$ cat config.mk
export PLATFORM = sky130hd
export DESIGN_NAME = pc_next_unit
export DESIGN_NICKNAME = d
export VERILOG_FILES = /design/src/rtl/mips16_pkg.sv /design/src/rtl/pc_ras.sv /design/src/rtl/pc_next_unit.sv
export SDC_FILE = /design/constraint.sdc
export NUM_CORES = 1
export LEC_CHECK = 0
export CAP_MARGIN = 10
export CORE_MARGIN = 2
export CORE_UTILIZATION = 24
export CTS_BUF_LIST = sky130_fd_sc_hd__clkbuf_8
export DETAILED_ROUTE_END_ITERATION = 10
export PLACE_DENSITY = 0.85
export SETUP_SLACK_MARGIN = 0.05
export SYNTH_ARGS = -nofsm -noshare
export SYNTH_HDL_FRONTEND = slang
export SYNTH_HIERARCHICAL = 1
export SYNTH_SLANG_ARGS = --single-unit
$ cat constraint.sdc
create_clock -name clock -period 2.35 [get_ports clock]
set_input_delay 0.235 -clock clock [delete_from_list [all_inputs] [get_ports clock]]
set_output_delay 0.235 -clock clock [all_outputs]
set_load 0.01 [all_outputs]
$ cat src/rtl/mips16_pkg.sv
// Shared definitions for the MIPS16 next-PC stage.
// Holds the PC source select encodings and the default PC width / reset PC.
package mips16_pkg;

    localparam logic [1:0] PCSEL_ALU  = 2'b00;
    localparam logic [1:0] PCSEL_DEST = 2'b01;
    localparam logic [1:0] PCSEL_JUMP = 2'b10;
    localparam logic [1:0] PCSEL_RET  = 2'b11;

    localparam int          DEF_PC_W     = 6;
    localparam int unsigned DEF_RESET_PC = 0;

endpackage

$ cat src/rtl/pc_ras.sv
// Circular return-address stack for the next-PC stage.
// Ports: clock, reset (sync, active-high), push/pop requests, push_data,
// top (current top entry), count (valid entries), ovf/unf (combinational
// overflow/underflow indications for the current request).
import mips16_pkg::*;

module pc_ras #(
    parameter int PC_W      = DEF_PC_W,
    parameter int RAS_DEPTH = 4
) (
    input  logic                       clock,
    input  logic                       reset,
    input  logic                       push,
    input  logic                       pop,
    input  logic [PC_W-1:0]            push_data,
    output logic [PC_W-1:0]            top,
    output logic [$clog2(RAS_DEPTH):0] count,
    output logic                       ovf,
    output logic                       unf
);

    localparam int PW = $clog2(RAS_DEPTH);
    localparam logic [PW:0] FULL = (PW+1)'(RAS_DEPTH);

    logic [PC_W-1:0] mem_q [RAS_DEPTH];
    logic [PW-1:0]   ptr_q, ptr_d;
    logic [PW:0]     cnt_q, cnt_d;
    logic            empty, full;

    assign empty = (cnt_q == '0);
    assign full  = (cnt_q == FULL);
    assign ovf   = push & full;
    assign unf   = pop & empty;
    assign top   = mem_q[ptr_q];
    assign count = cnt_q;

    // ptr_q always names the top entry; a push when full wraps onto
    // the oldest slot while the counter saturates.
    always_comb begin
        ptr_d = ptr_q;
        cnt_d = cnt_q;
        if (push) begin
            ptr_d = ptr_q + 1'b1;
            if (!full) cnt_d = cnt_q + 1'b1;
        end else if (pop && !empty) begin
            ptr_d = ptr_q - 1'b1;
            cnt_d = cnt_q - 1'b1;
        end
    end

    always_ff @(posedge clock) begin
        if (reset) begin
            ptr_q <= '0;
            cnt_q <= '0;
        end else begin
            ptr_q <= ptr_d;
            cnt_q <= cnt_d;
        end
    end

    always_ff @(posedge clock) begin
        if (!reset && push) mem_q[ptr_d] <= push_data;
    end

endmodule

$ cat src/rtl/pc_next_unit.sv
// Next-PC stage: selects ALU/dest/jump/return target and registers the PC.
// Ports: clock, reset, stall, orig_pc, call, alu_out, dest, jump -> pc,
// ras_count, ras_err. Return stack exists only when PC_RAS_EN is defined.
import mips16_pkg::*;

module pc_next_unit #(
    parameter int          DATA_W    = 16,
    parameter int          PC_W      = DEF_PC_W,
    parameter int          RAS_DEPTH = 4,
    parameter int unsigned RESET_PC  = DEF_RESET_PC
) (
    input  logic                       clock,
    input  logic                       reset,
    input  logic                       stall,
    input  logic [1:0]                 orig_pc,
    input  logic                       call,
    input  logic [DATA_W-1:0]          alu_out,
    input  logic [DATA_W-1:0]          dest,
    input  logic [DATA_W-1:0]          jump,
    output logic [PC_W-1:0]            pc,
    output logic [$clog2(RAS_DEPTH):0] ras_count,
    output logic                       ras_err
);

    localparam logic [PC_W-1:0] RST_PC = RESET_PC[PC_W-1:0];

    logic [PC_W-1:0] pc_q, pc_d;
    logic            err_q, err_d;

`ifdef PC_RAS_EN
    logic            push, pop, ovf, unf;
    logic [PC_W-1:0] top;

    assign push = !stall && (orig_pc == PCSEL_JUMP) && call;
    assign pop  = !stall && (orig_pc == PCSEL_RET);

    pc_ras #(
        .PC_W      (PC_W),
        .RAS_DEPTH (RAS_DEPTH)
    ) u_ras (
        .clock     (clock),
        .reset     (reset),
        .push      (push),
        .pop       (pop),
        .push_data (pc_q + {{(PC_W-1){1'b0}}, 1'b1}),
        .top       (top),
        .count     (ras_count),
        .ovf       (ovf),
        .unf       (unf)
    );

    assign err_d = ovf | unf;
`else
    logic unused_call;
    assign unused_call = call;
    assign ras_count   = '0;
    assign err_d       = 1'b0;
`endif

    // Upper bus bits beyond PC_W are intentionally dropped.
    logic unused_hi;
    assign unused_hi = ^{alu_out, dest, jump};

    always_comb begin
        pc_d = pc_q;
        if (!stall) begin
            unique case (orig_pc)
                PCSEL_ALU:  pc_d = alu_out[PC_W-1:0];
                PCSEL_DEST: pc_d = dest[PC_W-1:0];
                PCSEL_JUMP: pc_d = jump[PC_W-1:0];
                PCSEL_RET: begin
`ifdef PC_RAS_EN
                    if (!unf) pc_d = top;
`endif
                end
                default:    pc_d = pc_q;
            endcase
        end
    end

    always_ff @(posedge clock) begin
        if (reset) begin
            pc_q  <= RST_PC;
            err_q <= 1'b0;
        end else begin
            pc_q  <= pc_d;
            err_q <= err_d;
        end
    end

    assign pc      = pc_q;
    assign ras_err = err_q;

endmodule

==> out/results.txt <==
status: completed
top fanout value on the critical path: 12
final non-filler cell total: 94
Initial Util: 26.2%
clk_lat worst skew: 220 ps
CTS buffer count: 3
Buffers on Ports: 28
final hold slack: 460 ps
Met1 Routed Length: 366 um
FF+latch area: 120 um^2
number of diodes: 0
mapped cell area: 409 um^2
area of the multi-input gates: 248 um^2
RSZ-0062 raised after global routing: no
DRC: 0
crit path DAT: 1720 ps
Final Cycle Share: 68.9%
first-pass GRT wire length: 1.51 mm
Final Setup Violations: 0
slowest stage delay, CP: 500 ps
I/O pin count: 64
DR WL/cell: 10.4 um
critical path data required time: 2450 ps
Die Span Y: 45.3 um
share of cells above drive strength 1: 6.41%
CP top delay family: buffers and inverters
main flop type after synthesis: dfxtp_1
gr usage total: 10.3%
hpwl dp: 880 um
clk sinks: 6
Leak Pwr: 0.287 nW
Pins Over Slew Limit: 0
min Tclk post-route: 1620 ps
Root Buffer: clkbuf_8
Detailed Routing Iterations Pass 1: 3
Final #Nets: 137
Final Core Density: 46.0%
Hold Vio Cnt, Final: 0
placed cell areas: 676 um^2
core area: 1560 um^2
fraction of synthesis flops using an asynchronous set or reset pin: 0%
pwr/cell area: 516 nW/um^2
Fillers: 162
worst vdd ir: 0.149 mV
Clock Skew: 0 ps
Syn. warnings: 6
Layout Area Growth over Synthesis: 75.2%
top post-synthesis cells by count: a21oi_1 (6), a221o_1 (6), dfxtp_1 (6), nand2_1 (6), nand3_1 (6)
clock buffer depth: 2
die area: 2050 um^2
post-CTS sizing: 0
DR vias: 435
ranking of synthesized cells by area: dfxtp_1 (29%), a221o_1 (15%), ha_1 (9.2%), a21oi_1 (7.3%), nand3_1 (7.3%)
WL final: 982 um
Final ANT Viol Nets: 0
Final Wtd Congestion: 0.734
Die W: 45.3 um
max reg flops: 6
hold crit path type: reg -> reg
Setup TNS Final: 0 ps
Final Cell Area: 717 um^2
Post-CTS Hold Fix Bufs: 0
routed wl met2: 495 um
Mapped Cells: 50
total gr overflow: 0
H-Tree Depth: 1
setup bufs post-CTS: 0
max-cap violation count: 0
fmax: 618 MHz
placed instance count: 91
CP bufs+invs: 2
Startpoint Class: primary input
Yosys reg bits: 6
drt via density: 4.63
Core Rows: 14
Iter 0 DRT Violations: 5
DR WL met3: 94 um
cell taking the most area after synthesis: dfxtp_1
Seq/Total Area, Yosys: 29.4%
post-synth top area share: 29.4%
antenna violations before repair: 0
Post-synth EDFFs: 0
CTS tree: built
Crit. End Element: register
worst-path cell chain: clkdlybuf4s50_1, inv_1, ha_1, or2b_2, nand3_1, a21oi_1
clock slew at reported path FFs: 30 ps
largest net degree at the start of global routing: 13
syn_area_per_cell: 8.18 um^2
Cell variety after synth: 15
top layer used by detailed routing: met4
CP max-delay cell: clkdlybuf4s50_1
critical path type: in -> reg
number of global-route vias before repair: 401
-- cells by family after synthesis --
kind of cell,count (synthesis),synth area share (%)
AND/OR/NAND/NOR,20,25.7
adder cells (fa/ha/maj),3,9.18
flip-flops,6,29.4
AO/OA/AOI/OAI,12,22.0
buffers and inverters,8,12.8
other,1,0.917
-- power by group --
group          switching [mW]  internal [mW]
clock network          0.0433          0.110
logic                  0.0377         0.0655
registers             0.00358          0.110
-- worst reg2reg max path: cells and delay by family, from the launching register on --
kind	cells	cell delay, ps
DFF	1	320
AOI/OAI and AO/OA	1	150
and+or+nand+nor	1	50
-- placed cells by master (no fill, tap or decap) --
cell type         n
nor2_1            1
or2_1             1
ha_1              3
conb_1            4
clkdlybuf4s50_1  28
inv_1             2
a221o_1           6
clkbuf_8          3
nand3_1           6
a21oi_1           6
nand2b_1          4
or2b_2            2
dfxtp_1           6
nand2_1           6
-- per-stage QoR --
| stage | setup WS [ps] | total power [mW] |
|---|---|---|
| 6_report | 731 | 0.370 |
| 5_1_grt | 633 | 0.388 |
| 4_1_cts | 726 | 0.376 |
| 3_5_place_dp | 491 | 0.220 |
| 3_3_place_gp | 514 | 0.217 |
| 2_1_floorplan | 1160 | 0.168 |
-- routing by layer --
layer	global-route usage [%]	up-vias
li1	-	225
met1	10.6	184
met2	18.0	23
met3	1.60	3
met4	8.82	0
met5	0	-
-- worst paths after layout --
check / endpoint / from / slack (ps) / cells after the start
worst min register to register: pc[3]$_SDFFE_PP0P_ / pc[3]$_SDFFE_PP0P_ / 460 / 2
worst min-delay path: pc[3]$_SDFFE_PP0P_ / pc[3]$_SDFFE_PP0P_ / 460 / 2
worst max-delay path: pc[5]$_SDFFE_PP0P_ / orig_pc[0] / 730 / 6
worst max register to register: pc[2]$_SDFFE_PP0P_ / pc[2]$_SDFFE_PP0P_ / 1760 / 2
-- area by class of cell --
type / count / share of cell area (%)
Clock buffer: 3 / 5.76
Inverter: 2 / 1.05
Multi-Input combinational cell: 39 / 34.6
Sequential cell: 6 / 16.8
Tap cell: 16 / 2.79
Timing Repair Buffer: 28 / 39.1
Note: power is estimated with default switching activity, not from simulation.
